--- src/rtl/rv32i_types_pkg.sv ---
// Shared RV32I base types.
//   word_t : 32-bit machine word (addresses, instructions, data)
package rv32i_types_pkg;

    typedef logic [31:0] word_t;

endpackage

--- src/rtl/stage3_types_pkg.sv ---
// Types and constants for the three-stage pipeline fetch stage.
//   fetch_state_t : fetch FSM state encoding
//   RV32I_NOP     : addi x0, x0, 0
//   fetch_ex_t    : IF/EX latch contents
package stage3_types_pkg;
    import rv32i_types_pkg::*;

    typedef enum logic {
        FETCH   = 1'b0,
        DISCARD = 1'b1
    } fetch_state_t;

    localparam word_t RV32I_NOP = 32'h0000_0013;

    typedef struct packed {
        logic  valid;
        word_t instr;
        word_t pc;
        word_t pc4;
        logic  pred_taken;
        logic  mal_insn;
    } fetch_ex_t;

endpackage

--- src/rtl/stage3_fetch_stage_if.sv ---
// Instruction bus between the fetch stage and instruction memory.
//   imem_addr  : read address (requester -> memory)
//   imem_ren   : read request (requester -> memory)
//   imem_busy  : read not yet complete (memory -> requester)
//   imem_rdata : read data, valid in the cycle imem_busy is low
interface stage3_fetch_stage_if;
    import rv32i_types_pkg::*;

    word_t imem_addr;
    logic  imem_ren;
    logic  imem_busy;
    word_t imem_rdata;

    modport master (output imem_addr, output imem_ren,
                    input  imem_busy, input  imem_rdata);
    modport slave  (input  imem_addr, input  imem_ren,
                    output imem_busy, output imem_rdata);

endinterface

--- src/rtl/stage3_npc_mux.sv ---
// Next-PC priority selection, purely combinational.
//   Priority: trap vector > rollback (pc_m+4) > branch/jump > prediction > pc+4.
//   Inputs : pc_q, insert_priv_pc/priv_pc, rollback/pc_m, npc_sel/brj_addr,
//            predict_taken/predict_target
//   Output : npc
module stage3_npc_mux
    import rv32i_types_pkg::*;
(
    input  word_t pc_q,
    input  logic  insert_priv_pc,
    input  word_t priv_pc,
    input  logic  rollback,
    input  word_t pc_m,
    input  logic  npc_sel,
    input  word_t brj_addr,
    input  logic  predict_taken,
    input  word_t predict_target,
    output word_t npc
);

    always_comb begin
        if (insert_priv_pc)     npc = priv_pc;
        else if (rollback)      npc = pc_m + 32'd4;
        else if (npc_sel)       npc = brj_addr;
        else if (predict_taken) npc = predict_target;
        else                    npc = pc_q + 32'd4;
    end

endmodule

--- src/rtl/stage3_fetch_stage.sv ---
// Fetch stage: owns the fetch PC, issues instruction reads and fills the
// IF/EX latch. Steered by the hazard unit; reports bus busy back to it.
//
//   state   | meaning
//   --------+-------------------------------------------------------------
//   FETCH   | bus addressed by pc_q; completed word goes to IF/EX
//   DISCARD | a redirect hit an outstanding read; keep hold_q on the bus
//           | until the read completes, then drop the returned word
//
// Ports: CLK/RST; hazard controls (pc_en, npc_sel, if_ex_stall, if_ex_flush,
// iren, suppress_iren, rollback, insert_priv_pc); redirect targets (priv_pc,
// brj_addr, pc_m); predictor (predict_taken, predict_target); imem bus
// (master modport); pc_f, i_mem_busy, rv32c_ready; IF/EX latch fe_*.
module stage3_fetch_stage
    import rv32i_types_pkg::*;
    import stage3_types_pkg::*;
#(
    parameter word_t RESET_PC = 32'h8000_0000
) (
    input  logic  CLK,
    input  logic  RST,
    input  logic  pc_en,
    input  logic  npc_sel,
    input  logic  if_ex_stall,
    input  logic  if_ex_flush,
    input  logic  iren,
    input  logic  suppress_iren,
    input  logic  rollback,
    input  logic  insert_priv_pc,
    input  word_t priv_pc,
    input  word_t brj_addr,
    input  word_t pc_m,
    input  logic  predict_taken,
    input  word_t predict_target,
    stage3_fetch_stage_if.master imem,
    output word_t pc_f,
    output logic  i_mem_busy,
    output logic  rv32c_ready,
    output logic  fe_valid,
    output word_t fe_instr,
    output word_t fe_pc,
    output word_t fe_pc4,
    output logic  fe_pred_taken,
    output logic  fe_mal_insn
);

    fetch_state_t state_q, state_d;
    word_t        pc_q, pc_d;
    word_t        hold_q, hold_d;
    fetch_ex_t    fe_q, fe_d;

    word_t npc;
    logic  redirect, pc_load, misaligned, fetch_done;

    stage3_npc_mux u_npc_mux (
        .pc_q           (pc_q),
        .insert_priv_pc (insert_priv_pc),
        .priv_pc        (priv_pc),
        .rollback       (rollback),
        .pc_m           (pc_m),
        .npc_sel        (npc_sel),
        .brj_addr       (brj_addr),
        .predict_taken  (predict_taken),
        .predict_target (predict_target),
        .npc            (npc)
    );

    assign redirect   = insert_priv_pc | rollback | npc_sel;
    assign pc_load    = pc_en | insert_priv_pc | rollback;
    assign misaligned = (state_q == FETCH) && (pc_q[1:0] != 2'b00);

    // DISCARD keeps the abandoned address on the bus so the memory sees an
    // unchanged request until it finishes.
    always_comb begin
        if (state_q == DISCARD) begin
            imem.imem_addr = hold_q;
            imem.imem_ren  = 1'b1;
        end else begin
            imem.imem_addr = pc_q;
            imem.imem_ren  = iren & ~suppress_iren & (pc_q[1:0] == 2'b00);
        end
    end

    assign fetch_done  = (state_q == FETCH) &&
                         ((imem.imem_ren & ~imem.imem_busy) | misaligned);
    assign i_mem_busy  = (imem.imem_ren & imem.imem_busy) | (state_q == DISCARD);
    assign pc_f        = pc_q;
    assign rv32c_ready = 1'b1;

    always_comb begin
        state_d = state_q;
        pc_d    = pc_q;
        hold_d  = hold_q;
        fe_d    = fe_q;

        if (pc_load) pc_d = npc;

        case (state_q)
            FETCH: begin
                if (redirect && pc_load && imem.imem_ren && imem.imem_busy) begin
                    hold_d  = pc_q;
                    state_d = DISCARD;
                end
            end
            DISCARD: begin
                if (!imem.imem_busy) state_d = FETCH;
            end
            default: state_d = FETCH;
        endcase

        if (if_ex_flush) begin
            fe_d.valid    = 1'b0;
            fe_d.instr    = RV32I_NOP;
            fe_d.mal_insn = 1'b0;
        end else if (!if_ex_stall) begin
            fe_d.valid      = fetch_done;
            fe_d.instr      = misaligned ? RV32I_NOP : imem.imem_rdata;
            fe_d.pc         = pc_q;
            fe_d.pc4        = pc_q + 32'd4;
            fe_d.pred_taken = predict_taken;
            fe_d.mal_insn   = misaligned;
        end
    end

    always_ff @(posedge CLK or posedge RST) begin
        if (RST) begin
            state_q <= FETCH;
            pc_q    <= RESET_PC;
            hold_q  <= '0;
            fe_q    <= '{valid: 1'b0, instr: RV32I_NOP, pc: '0, pc4: '0,
                         pred_taken: 1'b0, mal_insn: 1'b0};
        end else begin
            state_q <= state_d;
            pc_q    <= pc_d;
            hold_q  <= hold_d;
            fe_q    <= fe_d;
        end
    end

    assign fe_valid      = fe_q.valid;
    assign fe_instr      = fe_q.instr;
    assign fe_pc         = fe_q.pc;
    assign fe_pc4        = fe_q.pc4;
    assign fe_pred_taken = fe_q.pred_taken;
    assign fe_mal_insn   = fe_q.mal_insn;

endmodule
--- src/flat_wrapper.sv ---
// flat-port wrapper written by rule: the top's interface ports become plain ports
module stage3_fetch_stage_flat import rv32i_types_pkg::*; import stage3_types_pkg::*;
#(
    parameter word_t RESET_PC = 32'h8000_0000
)
  (CLK, RST, pc_en, npc_sel, if_ex_stall, if_ex_flush, iren, suppress_iren, rollback, insert_priv_pc, priv_pc, brj_addr, pc_m, predict_taken, predict_target, pc_f, i_mem_busy, rv32c_ready, fe_valid, fe_instr, fe_pc, fe_pc4, fe_pred_taken, fe_mal_insn, imem_imem_addr, imem_imem_ren, imem_imem_busy, imem_imem_rdata);
  stage3_fetch_stage_if imem_i ();
  input  logic CLK;
  input  logic RST;
  input  logic pc_en;
  input  logic npc_sel;
  input  logic if_ex_stall;
  input  logic if_ex_flush;
  input  logic iren;
  input  logic suppress_iren;
  input  logic rollback;
  input  logic insert_priv_pc;
  input  word_t priv_pc;
  input  word_t brj_addr;
  input  word_t pc_m;
  input  logic predict_taken;
  input  word_t predict_target;
  output word_t pc_f;
  output logic i_mem_busy;
  output logic rv32c_ready;
  output logic fe_valid;
  output word_t fe_instr;
  output word_t fe_pc;
  output word_t fe_pc4;
  output logic fe_pred_taken;
  output logic fe_mal_insn;
  output wire logic [$bits(imem_i.imem_addr)-1:0] imem_imem_addr;
  output wire logic [$bits(imem_i.imem_ren)-1:0] imem_imem_ren;
  input wire logic [$bits(imem_i.imem_busy)-1:0] imem_imem_busy;
  input wire logic [$bits(imem_i.imem_rdata)-1:0] imem_imem_rdata;
  assign imem_imem_addr = imem_i.imem_addr;
  assign imem_imem_ren = imem_i.imem_ren;
  assign imem_i.imem_busy = imem_imem_busy;
  assign imem_i.imem_rdata = imem_imem_rdata;
  stage3_fetch_stage #(.RESET_PC(RESET_PC)) u_core (.CLK(CLK), .RST(RST), .pc_en(pc_en), .npc_sel(npc_sel), .if_ex_stall(if_ex_stall), .if_ex_flush(if_ex_flush), .iren(iren), .suppress_iren(suppress_iren), .rollback(rollback), .insert_priv_pc(insert_priv_pc), .priv_pc(priv_pc), .brj_addr(brj_addr), .pc_m(pc_m), .predict_taken(predict_taken), .predict_target(predict_target), .imem(imem_i), .pc_f(pc_f), .i_mem_busy(i_mem_busy), .rv32c_ready(rv32c_ready), .fe_valid(fe_valid), .fe_instr(fe_instr), .fe_pc(fe_pc), .fe_pc4(fe_pc4), .fe_pred_taken(fe_pred_taken), .fe_mal_insn(fe_mal_insn));
endmodule
--- config.mk ---
export PLATFORM = sky130hd
export DESIGN_NAME = stage3_fetch_stage_flat
export DESIGN_NICKNAME = d
export VERILOG_FILES = /design/src/rtl/rv32i_types_pkg.sv /design/src/rtl/stage3_types_pkg.sv /design/src/rtl/stage3_fetch_stage_if.sv /design/src/rtl/stage3_npc_mux.sv /design/src/rtl/stage3_fetch_stage.sv /design/src/flat_wrapper.sv
export SDC_FILE = /design/constraint.sdc
export NUM_CORES = 1
export LEC_CHECK = 0
export BUFFER_PORTS_ARGS = -buffer_cell sky130_fd_sc_hd__buf_2
export CELL_PAD_IN_SITES_DETAIL_PLACEMENT = 1
export CELL_PAD_IN_SITES_GLOBAL_PLACEMENT = 1
export CORE_MARGIN = 3
export CORE_UTILIZATION = 40
export DETAILED_ROUTE_END_ITERATION = 8
export GPL_TIMING_DRIVEN = 0
export PLACE_DENSITY_LB_ADDON = 0.1
export REMOVE_ABC_BUFFERS = 1
export SLEW_MARGIN = 0
export SYNTH_ARGS = -nofsm -noshare
export SYNTH_HDL_FRONTEND = slang
export SYNTH_SLANG_ARGS = --single-unit
--- constraint.sdc ---
create_clock -name CLK -period 10.7 [get_ports CLK]
set_clock_uncertainty 0.2 [all_clocks]
set_input_delay 1.07 -clock CLK [delete_from_list [all_inputs] [get_ports CLK]]
set_output_delay 1.07 -clock CLK [all_outputs]
set_load 0.03 [all_outputs]
# Yosys cells after proc, flatten, opt, wreduce, memory -nomap -nowiden
# Index checks and enable logic that the tools add are counted.
[op_classes]
n_addsub = 2
eq_ne = 1
muxes = 13
bitwise = 15
reduce_logical = 9
[op_table]
columns = ["cell", "count"]
rows = [
  ["$mux W32", 6],
  ["$mux W99", 1],
  ["$add A32 B3 Y32 const B", 2],
  ["$mux W33", 1],
  ["$or A1 B1 Y1", 6],
  ["$logic_and A1 B1 Y1", 5],
  ["$not A1 Y1", 5],
  ["$and A1 B1 Y1", 4],
  ["$mux W1", 4],
  ["$reduce_and A2 Y1", 2],
  ["$logic_not A2 Y1", 1],
  ["$ne A2 B1 Y1 const B", 1],
  ["$pmux W1 S2", 1],
  ["$reduce_bool A2 Y1", 1],
]
[totals]
ff_bits = 164
in_bits = 172
output_inout_bits = 166
word_cells = 49

# Longest topological paths before layout
# Gate-level depths: netlist of run 1.
[depth]
word_depth = 9
ltp_mapped = 9

# Cells and area by module
# From an unflattened synthesis of run 1, not the netlist that was laid out.
[unflattened]
cells_unflattened = 950
area_unflattened_um2 = 9203.8
[by_module_without_submodules]
columns = ["mod", "instances", "cells_each", "area_each_um2"]
rows = [
  ["stage3_fetch_stage", 1, 612, 7090.6],
  ["stage3_npc_mux", 1, 338, 2113.3],
]

# Worst setup path after synthesis of run 1
# Ideal clock, no wire load.
[synth_timing]
kind = "input port to output port"
start = "in suppress_iren"
end = "out i_mem_busy"
t_arrival_ps = 1720
setup_slack_ps = 7710
path_stages = 4
path_buffers = 0
cell_sequence = "inv_1 a31o_2 nand2_1 nand2b_1"
[synth_between]
elab_chain_cells = 6
[synth_rtl]
columns = ["item", "line", "source"]
rows = [
  ["start: declaration", "flat_wrapper.sv:15", "input logic suppress_iren;"],
  ["$not A1 Y1", "stage3_fetch_stage.sv:80", "imem.imem_ren = iren & ~suppress_iren & (pc_q[1:0] == 2'b00);"],
  ["$and A1 B1 Y1 (2 in series)", "stage3_fetch_stage.sv:80", ""],
  ["$mux W1", "stage3_fetch_stage.sv:75", "if (state_q == DISCARD) begin"],
  ["via imem_imem_ren", "flat_wrapper.sv:33", "output wire logic [$bits(imem_i.imem_ren)-1:0] imem_imem_ren;"],
  ["$and A1 B1 Y1", "stage3_fetch_stage.sv:86", "assign i_mem_busy = (imem.imem_ren & imem.imem_busy) | (state_q == DISCARD);"],
  ["$or A1 B1 Y1", "stage3_fetch_stage.sv:86", ""],
  ["end: declaration", "flat_wrapper.sv:24", "output logic i_mem_busy;"],
]
# The timed path passes the listed nets, and every way through them passes these cells.

# Worst setup path in the final report of run 1
[layout_timing]
start = "in insert_priv_pc"
end = "reg u_core.pc_q[18], in the netlist u_core.pc_f[18]"
[layout_between]
elab_chain_cells = 2
[layout_rtl]
columns = ["item", "line", "source"]
rows = [
  ["start: declaration", "flat_wrapper.sv:17", "input logic insert_priv_pc;"],
  ["$or A1 B1 Y1 (2 in series)", "stage3_fetch_stage.sv:69", "assign pc_load = pc_en | insert_priv_pc | rollback;"],
  ["end signal: assignment", "stage3_fetch_stage.sv:134", "pc_q <= pc_d;"],
  ["end: declaration", "stage3_fetch_stage.sv:48", "word_t pc_q, pc_d;"],
]
# Parallel ways exist; a longest one is shown, timed or not.
# A chain may end at the register's enable or synchronous reset.

==> impl_metrics.py, run 1 <==
metrics = {
    "cts": {
        "cts.htree.levels": 4,
        "path_clk_slew_ns": 0.07,
        "post_cts_resized": 0,
        "numCtsBuffers": 17,
        "cts_hold_buf": 0,
        "cts_setup_buffers": 0,
        "clock_path_buffers": 2,
        "clock_latency_ns": 0.44,
        "clockRootBuffer": "clkbuf_16",
        "cts_tree": "done",
        "clock-sinks": 162,
    },
    "worst_setup_path": {
        "critPathCaptureType": "flop",
        "cp.required_ns": 10.82,
        "cp_num_buf_inv": 2,
        "startpoint_type": "primary input",
        "crit_type": "primary input to flop",
        "critPathMaxFanout": 29,
        "crit_chain": "buf_2 -> inv_1 -> nand2_1 -> o32ai_1 -> o31ai_1 -> a22o_1",
        "cpLargestDelayFamily": "buffers and inverters",
        "cp_data_arrival_time_ns": 4.05,
        "cp_slowest_stage_delay_ns": 0.91,
        "slowest_stage": "inv_1",
    },
    "run_status": {
        "outcome": "complete, no violations",
    },
    "synthesis": {
        "yosysSeqAreaShare_pct": 45.59,
        "synthCells": 888,
        "avgSynthCellArea_um2": 10.03,
        "synth-async-reset-ratio_pct": 100.0,
        "syn_area_um2": 8902,
        "synth-seq-cells": 162,
        "synth_area_leaders": "dfrtp_1 44%, mux2_2 11%, a22o_1 4.0%, a21oi_1 3.1%, nor2_1 2.9%",
        "ys.warnings.count": 0,
        "yosysMostFrequentCell": "dfrtp_1",
        "synth_edf_count": 0,
        "yosysUniqueCellTypes": 72,
        "synth.largest_area_cell": "dfrtp_1",
        "synth_ff_type": "dfrtp_1",
        "yosys-top-cells-count": "158 x dfrtp_1, 88 x mux2_2, 68 x nor2_1",
        "synth_top_area_share_pct": 44.41,
    },
    "global_route": {
        "antenna_found_initial": 19,
        "grt_pass1_wl_um": 52010,
        "track_usage_pct": 27.83,
        "grt_max_degree": 103,
        "globalRouteOverflowTotal": 0,
        "grt_pass1_vias": 8749,
    },
    "hold_path": {
        "hold_path.class": "flop to flop",
    },
    "floorplanning": {
        "fp.dieW_um": 155.2,
        "die_y_um": 155.2,
        "start_util_pct": 41.56,
        "dieArea_um2": 24080,
        "core_um2": 21420,
        "pin_count": 338,
        "rows": 53,
    },
    "power": {
        "p_clk_share_pct": 28.8,
        "ir_worst_vdd_uv": 100.2,
        "p_seq_share_pct": 39.5,
        "p_sw_mw": 0.8047,
        "combPwrFrac_pct": 31.7,
        "pwr_density_cell_nw_per_um2": 186.7,
        "p_int_mw": 1.314,
        "p_sw_share_pct": 37.98,
        "p_leak_nw": 5.157,
    },
    "drt": {
        "dr.pass1.iters": 4,
        "totalWireLength_um": 34020,
        "first_iter_violations": 522,
        "drc": 0,
        "ant_nets": 0,
        "viasPerCell": 5.751,
        "num_vias": 8448,
        "routedWlPerCell_um": 23.16,
    },
    "final_layout": {
        "utilization_pct": 52.98,
        "finalNetCount": 1344,
        "syn_to_final_growth_pct": 27.48,
        "drive_gt1_share_pct": 41.42,
    },
    "placement": {
        "io_buffers": 336,
        "gp_congestion": 0.8443,
        "hpwl_um": 24540,
    },
    "sta": {
        "slew_viol_final": 0,
        "final.min_clock_period_ns": 3.929,
        "rsz0062_at_grt": "false",
        "setup_viol": 0,
        "fin_crit_sh_pct": 36.72,
        "relSlewSlack_pct": 3.520,
        "max_freq_mhz": 254.5,
        "finalHoldViolations": 0,
        "tns_ns": 0,
        "worst_pin_slew_ns": 1.442,
    },
    "job": {
        "max-cap-violations": 0,
    },
}
==> state kept, by name, summed over array words and instances, names as in the netlist <==
signal / count
u_core.fe_instr: 32
u_core.hold_q: 32
u_core.fe_pc: 30
u_core.fe_valid: 1
u_core.pc_f: 32
u_core.state_q: 1
u_core.fe_pred_taken: 1
u_core.fe_pc4: 32
u_core.fe_mal_insn: 1
==> kinds of logic after synthesis <==
kind of cell               Yosys count  synth area share [%]
AOI/OAI and AO/OA                  247                 19.20
adders and majority gates            2                0.2811
and+or+nand+nor                    245                 14.31
buffers and inverters               96                 4.779
DFF                                162                 45.59
muxes                               91                 11.47
xor gates and xnor gates            44                 4.329
other                                1               0.04212
==> layer usage <==
metal	vias up	global-route usage, %	routed length, um
met1	4200	35.96	14380
met4	18	9.045	771
li1	3850	-	-
met2	316	45.48	16080
met5	-	0	100
met3	64	7.677	2683
==> worst paths after layout <==
check                                 start                  end  slack [ns]  depth (start not counted)
setup / recovery             insert_priv_pc      u_core.pc_f[18]        6.77                          6
hold / removal             u_core.fe_pc[14]     u_core.fe_pc[14]        0.28                          2
setup reg to reg             u_core.pc_f[2]      u_core.pc_f[28]        7.64                          7
hold reg to reg            u_core.fe_pc[14]     u_core.fe_pc[14]        0.28                          2
max in group asynchronous               RST      u_core.pc_f[23]        8.96                          3
min in group asynchronous               RST  u_core.fe_instr[21]        0.43                          2
==> through the flow <==
step / setup slack [ns] / power [mW] / hold slack (ns) / cell area (um^2) / cells
after global placement: 2.851 / 1.493 / 0.2567 / 10560 / 1417
final: 6.771 / 2.119 / 0.2836 / 11350 / 1469
after floorplan: 5.060 / 1.268 / 0.2584 / 8529 / 806
after detailed placement: 6.336 / 1.522 / 0.2712 / 10760 / 1426
after CTS: 6.765 / 2.132 / 0.2864 / 11320 / 1458
after global routing: 6.564 / 2.222 / 0.3155 / 11350 / 1468
==> cell type report <==
type,instances,area [um^2]
multi-input cells,630,4443
well taps,275,344.1
diodes,11,27.53
inverters,14,60.06
fillers,2527,10070
clock inverters,13,126.4
repair buffers,345,1854
clock buffers,19,432.9
flip-flops and latches,162,4060
==> cells in the final DEF, fill, tap and decap left out, drive strengths merged, types with 4 or more instances in the layout <==
cell type / Yosys / layout
a221o: 7 / 7
o21ai: 51 / 51
a211oi: 4 / 4
xnor2: 29 / 29
xor2: 15 / 15
nand2b: 4 / 4
a21oi: 55 / 55
a21o: 5 / 5
nor2: 68 / 68
a22o: 41 / 41
diode: 0 / 11
mux2: 88 / 88
buf: 28 / 345
a211o: 5 / 5
a22oi: 7 / 7
nand2: 54 / 54
a31oi: 7 / 7
inv: 14 / 20
o41ai: 4 / 4
o22ai: 13 / 13
o31ai: 8 / 8
nand3: 32 / 32
and4: 10 / 10
and3: 19 / 19
dfrtp: 158 / 158
nor2b: 7 / 7
or2: 5 / 5
clkbuf: 54 / 19
a221oi: 11 / 11
nor4: 9 / 9
and2: 5 / 5
nand4: 13 / 13
dfstp: 4 / 4
nor3: 11 / 11
==> worst min-delay path, delay by kind of cell (launching register included) <==
family | cells | cell delay, ns
and+or+nand+nor | 1 | 0.05
DFF | 1 | 0.34
AOI/OAI and AO/OA | 1 | 0.06
==> power groups by stage <==
| stage | Clock, mW | Sequential (mW) | Combinational (mW) |
|---|---|---|---|
| 5_1_grt | 0.647 | 0.855 | 0.720 |
| 2_1_floorplan | 0 | 0.961 | 0.308 |
| 3_3_place_gp | 0 | 0.843 | 0.650 |
| 3_5_place_dp | 0 | 0.846 | 0.676 |
| 4_1_cts | 0.617 | 0.835 | 0.679 |
| 6_report | 0.610 | 0.836 | 0.673 |
No activity file was read; power rests on OpenSTA's default activity.
==> inputs of run 2 (changes only) <==
Settings changed: CORE_UTILIZATION 40 to 37.
Clock period 10.7 ns to 3.9 ns, I/O delays scaled along.
==> run 2 against run 1 <==
Combinational power increased to 2.8 times the previous value. Sequential power grew to 2.7 times the previous value. Utilization decreased by 2.8 points. Highest routed layer unchanged. First-iteration DRC count down 25%. Register-to-register slack got worse by 6.8 ns. Total power rose to 2.8 times the previous value. Via count up 2.0%. Worst setup slack lost 6.2 ns. Sequential share of layout area is 1.4 points lower. Critical path depth stayed put. Clock power rose to 2.9 times the previous value.
==> impl_metrics.py, run 2 (synthesis results as in run 1) <==
metrics = {
    "floorplanning": {
        "pin_count": 338,
        "fp.dieW_um": 161.1,
        "dieArea_um2": 25960,
        "rows": 56,
        "die_y_um": 161.1,
        "start_util_pct": 37.81,
        "core_um2": 23540,
    },
    "drt": {
        "routedWlPerCell_um": 23.07,
        "viasPerCell": 5.563,
        "drc": 0,
        "ant_nets": 0,
        "first_iter_violations": 390,
        "dr.pass1.iters": 5,
        "num_vias": 8617,
        "totalWireLength_um": 35740,
    },
    "sta": {
        "max_freq_mhz": 300.2,
        "tns_ns": 0,
        "rsz0062_at_grt": "false",
        "final.min_clock_period_ns": 3.331,
        "slew_viol_final": 0,
        "worst_pin_slew_ns": 1.443,
        "fin_crit_sh_pct": 85.41,
        "setup_viol": 0,
        "relSlewSlack_pct": 3.414,
        "finalHoldViolations": 0,
    },
    "power": {
        "pwr_density_cell_nw_per_um2": 504.3,
        "p_sw_mw": 2.238,
        "p_clk_share_pct": 29.9,
        "p_sw_share_pct": 37.54,
        "ir_worst_vdd_uv": 257.4,
        "p_leak_nw": 5.340,
        "p_int_mw": 3.724,
        "combPwrFrac_pct": 31.6,
        "p_seq_share_pct": 38.4,
        "finalPower_mw": 5.963,
    },
    "cts": {
        "clockRootBuffer": "clkbuf_16",
        "clock_path_buffers": 2,
        "cts.htree.levels": 4,
        "clock_latency_ns": 0.43,
        "cts_setup_buffers": 0,
        "cts_hold_buf": 37,
        "post_cts_resized": 0,
        "path_clk_slew_ns": 0.07,
        "cts_tree": "done",
        "clock-sinks": 162,
        "numCtsBuffers": 17,
    },
    "final_layout": {
        "syn_to_final_growth_pct": 32.82,
        "fill_cells": 2726,
        "utilization_pct": 50.22,
        "layout_commonest_cell": "buf_2",
        "drive_gt1_share_pct": 40.25,
        "finalNetCount": 1381,
        "final_cell_mix": "336 x buf_2, 157 x dfrtp_1, 88 x mux2_2",
    },
    "worst_setup_path": {
        "crit_type": "primary input to flop",
        "cp_slowest_stage_delay_ns": 0.93,
        "crit_chain": "buf_2 -> inv_1 -> nand2_1 -> o32ai_1 -> o31ai_1 -> a22o_1",
        "cp_data_arrival_time_ns": 3.44,
        "critPathMaxFanout": 29,
        "slowest_stage": "inv_1",
        "cp.required_ns": 4.01,
        "ff2ff_path_depth": 7,
        "critPathCaptureType": "flop",
        "startpoint_type": "primary input",
    },
    "placement": {
        "hpwl_um": 25180,
        "io_buffers": 336,
        "gp_congestion": 0.8175,
    },
    "job": {
        "max-cap-violations": 0,
    },
    "global_route": {
        "use_met3_pct": 7.387,
        "grt.busiest_layer": "met2",
        "antenna_found_initial": 17,
        "globalRouteOverflowTotal": 0,
        "grt_pass1_wl_um": 54480,
        "track_usage_pct": 27.12,
        "grt_max_degree": 88,
        "use_met2_pct": 45.99,
        "grt_pass1_vias": 9054,
        "grtUsageMet1_pct": 33.87,
    },
    "hold_path": {
        "hold_path_depth": 3,
        "hold_path.class": "primary input to flop",
    },
    "run_status": {
        "outcome": "complete, no violations",
    },
}
## run 2: power groups by stage
stage	clock network [mW]	registers [mW]	logic, mW
after global routing	1.89	2.35	2.01
after global placement	0	2.32	1.79
after CTS	1.82	2.29	1.90
final	1.78	2.29	1.89
after detailed placement	0	2.32	1.86
after floorplan	0	2.64	0.844
## run 2: critical path: cells and delay by family
kind            cells  cell delay (ns)
compound gates      3             1.07
buf+inv             2             1.20
simple gates        1             0.75
## run 2: routing by layer
| layer | routed length [um] | share of wire (%) |
|---|---|---|
| met5 | 90 | 0.25 |
| met4 | 808 | 2.3 |
| met3 | 2510 | 7.0 |
| met2 | 17180 | 48 |
| met1 | 15150 | 42 |
## run 2: cell type report
type / count / area [um^2] / area share (%)
Multi-Input combinational cell: 630 / 4443 / 37.58
Sequential cell: 162 / 4060 / 34.34
Timing Repair Buffer: 382 / 2226 / 18.83
Clock buffer: 19 / 442.9 / 3.746
Tap cell: 319 / 399.1 / 3.376
Clock inverter: 13 / 167.7 / 1.418
Inverter: 14 / 60.06 / 0.5079
Antenna cell: 10 / 25.02 / 0.2116
## run 2: path summary, 6_finish.rpt
path	from	endpoint	slack (ns)
max reg2reg	u_core.pc_f[2]	u_core.pc_f[28]	0.86
min in group asynchronous	RST	u_core.fe_instr[14]	0.34
min	priv_pc[0]	u_core.pc_f[0]	0.01
max	insert_priv_pc	u_core.pc_f[18]	0.57
min reg2reg	u_core.fe_pc[15]	u_core.fe_pc[15]	0.29
max in group asynchronous	RST	u_core.pc_f[20]	2.30
## run 2: metrics by stage
stage | setup slack [ns] | std cells | hold slack [ns] | cell area [um^2]
finish | 0.5689 | 1549 | 0.01113 | 11820
global route | 0.5575 | 1548 | 0.02646 | 11820
CTS | 0.6888 | 1539 | 0.002451 | 11800
detailed placement | 0.2449 | 1470 | 0.2761 | 10820
global placement | -3.371 | 1461 | 0.2597 | 10610
floorplan | -1.060 | 806 | 0.2564 | 8529
==> inputs of run 3 (changes only) <==
Settings changed: CORE_UTILIZATION 37 to 38, CTS_BUF_LIST set to sky130_fd_sc_hd__clkbuf_8, SYNTH_HIERARCHICAL set to 1.
==> run 3 against run 2 <==
First-iteration DRC count is 15% higher. Count of clock-buffer cells in the layout is 2 lower. Synthesized cell count rose by 7.0%. Register-to-register slack worse by 0.17 ns. Area after synthesis is 3.4% higher. Utilization rose by 0.47 points. Sequential power fell by 2%. Total power down 14%. Combinational power decreased by 18%. Non-clock buffer count stayed put. Via count grew 2.2%. Fmax up 3.7%. Highest routed layer unchanged.
==> impl_metrics.py, run 3 <==
metrics = {
    "run_status": {
        "outcome": "complete, no violations",
    },
    "floorplanning": {
        "start_util_pct": 38.98,
        "core_um2": 23610,
        "die_y_um": 161.6,
        "rows": 56,
        "pin_count": 338,
        "dieArea_um2": 26120,
        "fp.dieW_um": 161.6,
    },
    "final_layout": {
        "syn_to_final_growth_pct": 30.04,
        "finalNetCount": 1455,
        "fin_cells": 1622,
        "layout_commonest_cell": "buf_2",
        "utilization_pct": 50.69,
        "drive_gt1_share_pct": 39.29,
        "final_cell_mix": "336 x buf_2, 167 x nand2_1, 157 x dfrtp_1",
    },
    "global_route": {
        "antenna_found_initial": 12,
        "grt_pass1_wl_um": 53350,
        "grt_pass1_vias": 9338,
        "globalRouteOverflowTotal": 0,
        "grt_max_degree": 84,
        "track_usage_pct": 25.93,
    },
    "power": {
        "p_seq_share_pct": 43.6,
        "p_sw_mw": 2.039,
        "p_int_mw": 3.106,
        "combPwrFrac_pct": 30.2,
        "ir_worst_vdd_uv": 212.7,
        "p_leak_nw": 5.582,
        "p_clk_share_pct": 26.2,
        "p_sw_share_pct": 39.63,
        "pwr_density_cell_nw_per_um2": 429.8,
    },
    "cts": {
        "path_clk_slew_ns": 0.11,
        "clock-sinks": 162,
        "cts_setup_buffers": 0,
        "clockRootBuffer": "clkbuf_8",
        "numCtsBuffers": 17,
        "clock_path_buffers": 2,
        "cts_tree": "done",
        "clock_latency_ns": 0.47,
        "post_cts_resized": 0,
        "cts.htree.levels": 4,
    },
    "sta": {
        "fin_crit_sh_pct": 82.37,
        "slew_viol_final": 0,
        "tns_ns": 0,
        "setup_viol": 0,
        "final.min_clock_period_ns": 3.212,
        "worst_pin_slew_ns": 1.263,
        "relSlewSlack_pct": 15.49,
        "holdWs_ns": 0.04997,
        "max_freq_mhz": 311.3,
        "rsz0062_at_grt": "false",
        "finalHoldViolations": 0,
    },
    "drt": {
        "ant_nets": 0,
        "totalWireLength_um": 34040,
        "routedWlPerCell_um": 20.98,
        "viasPerCell": 5.429,
        "num_vias": 8806,
        "drc": 0,
        "dr.pass1.iters": 5,
        "first_iter_violations": 448,
    },
    "placement": {
        "gp_congestion": 0.7998,
        "dp.cells": 1543,
        "io_buffers": 336,
        "hpwl_um": 23820,
    },
    "synthesis": {
        "synthSimpleGateAreaFrac_pct": 18.88,
        "yosysSeqAreaShare_pct": 44.10,
        "syn_area_um2": 9204,
        "synth.largest_area_cell": "dfrtp_1",
        "synth_top_area_share_pct": 42.96,
        "synth_edf_count": 0,
        "yosysUniqueCellTypes": 61,
        "synth_area_leaders": "dfrtp_1 43%, mux2_2 11%, nand2_1 6.8%, xnor2_1 3.7%, a22o_1 2.8%",
        "synth-seq-cells": 162,
        "avgSynthCellArea_um2": 9.688,
        "ys.warnings.count": 6,
        "synth-compound-area-share_pct": 14.33,
        "synth_top_family_by_area": "simple AND/OR/NAND/NOR gates",
        "synth-async-reset-ratio_pct": 100.0,
        "yosysMostFrequentCell": "nand2_1",
        "synthCells": 950,
        "synth_ff_type": "dfrtp_1",
        "yosys-top-cells-count": "167 x nand2_1, 158 x dfrtp_1, 91 x mux2_2",
        "synth-adder-area-share_pct": 0.4078,
        "synth-xor-area-share_pct": 6.185,
        "synthMuxAreaShare_pct": 11.79,
    },
    "worst_setup_path": {
        "cp_num_buf_inv": 0,
        "startpoint_type": "flop",
        "critPathCaptureType": "flop",
        "crit_chain": "nand3_1 -> nor3_2 -> nand4_1 -> xor2_1 -> a21oi_1 -> a221o_1 -> mux2_2",
        "cpLargestDelayFamily": "simple AND/OR/NAND/NOR gates",
        "cp.required_ns": 4.05,
        "critPathMaxFanout": 15,
        "slowest_stage": "nor3_2",
        "cp_data_arrival_time_ns": 3.36,
        "cp_slowest_stage_delay_ns": 0.80,
        "crit_type": "flop to flop",
    },
    "job": {
        "max-cap-violations": 0,
    },
    "hold_path": {
        "hold_path.class": "primary input to flop",
    },
}
-- run 3: cell count changes in the layout (fill, tap and decap cells not counted), sizes merged, moves of 6 or more --
cell   change
a21oi     -24
a22o      -12
a31oi      +8
and3       -7
nand2    +113
nand4     +17
nor2      -19
nor4       -6
or4       +12
xnor2     +10
xor2      +11
-- run 3: power by group through the flow --
stage	registers, mW	logic [mW]	clock network, mW
after global routing	2.30	1.68	1.45
after CTS	2.25	1.57	1.39
after global placement	2.27	1.48	0
final	2.25	1.55	1.35
after detailed placement	2.28	1.53	0
after floorplan	2.55	0.682	0
-- run 3: through the flow --
stage	power, mW	area (um^2)	setup WS (ns)
after CTS	5.202	11910	0.7041
after floorplan	3.229	8867	-1.060
final	5.144	11970	0.6875
after detailed placement	3.811	11130	0.4173
after global routing	5.426	11960	0.4901
after global placement	3.754	10950	-3.480
-- run 3: logic make-up after synthesis --
| kind of cell | Yosys count |
|---|---|
| and+or+nand+nor | 343 |
| AOI/OAI and AO/OA | 193 |
| DFF | 162 |
| muxes | 97 |
| buffers and inverters | 86 |
| xor gates and xnor gates | 65 |
| adders and majority gates | 3 |
| other | 1 |
-- run 3: what timing repair did --
item | CTS | global route
hold endpoints to repair | 116 | 0
endpoints found under the setup margin | 0 | 0
hold buffers | 36 | 0
-- run 3: final timing paths --
check | slack [ns] | from | depth (start not counted) | end
min reg2reg | 0.28 | u_core/fe_pc[11] | 2 | u_core/fe_pc[11]
max | 0.69 | u_core/pc_f[10] | 7 | u_core/pc_f[17]
max in group asynchronous | 2.25 | RST | 4 | u_core/fe_instr[1]
max reg2reg | 0.69 | u_core/pc_f[10] | 7 | u_core/pc_f[17]
min in group asynchronous | 0.38 | RST | 3 | u_core/fe_pc[22]
min | 0.05 | priv_pc[1] | 4 | u_core/pc_f[1]
-- run 3: layout make-up --
cell class / count / area [um^2]
flip-flops and latches: 162 / 4060
clock inverters: 15 / 191.4
inverters: 15 / 63.81
diodes: 10 / 25.02
multi-input cells: 702 / 4780
repair buffers: 382 / 2216
clock buffers: 17 / 234.0
fillers: 2813 / 11640
well taps: 319 / 399.1
-- run 3: layer usage --
layer / global-route usage, % / routed length, um
met5: 0 / 45
met4: 8.065 / 703
met3: 5.206 / 1739
met2: 43.75 / 16300
met1: 33.70 / 15250
-- run 3: worst reg2reg max path: stages (launching register included) --
cell	delay (ns)
dfrtp_1	0.77
nand3_1	0.28
nor3_2	0.80
nand4_1	0.21
xor2_1	0.20
a21oi_1	0.09
a221o_1	0.31
mux2_2	0.26
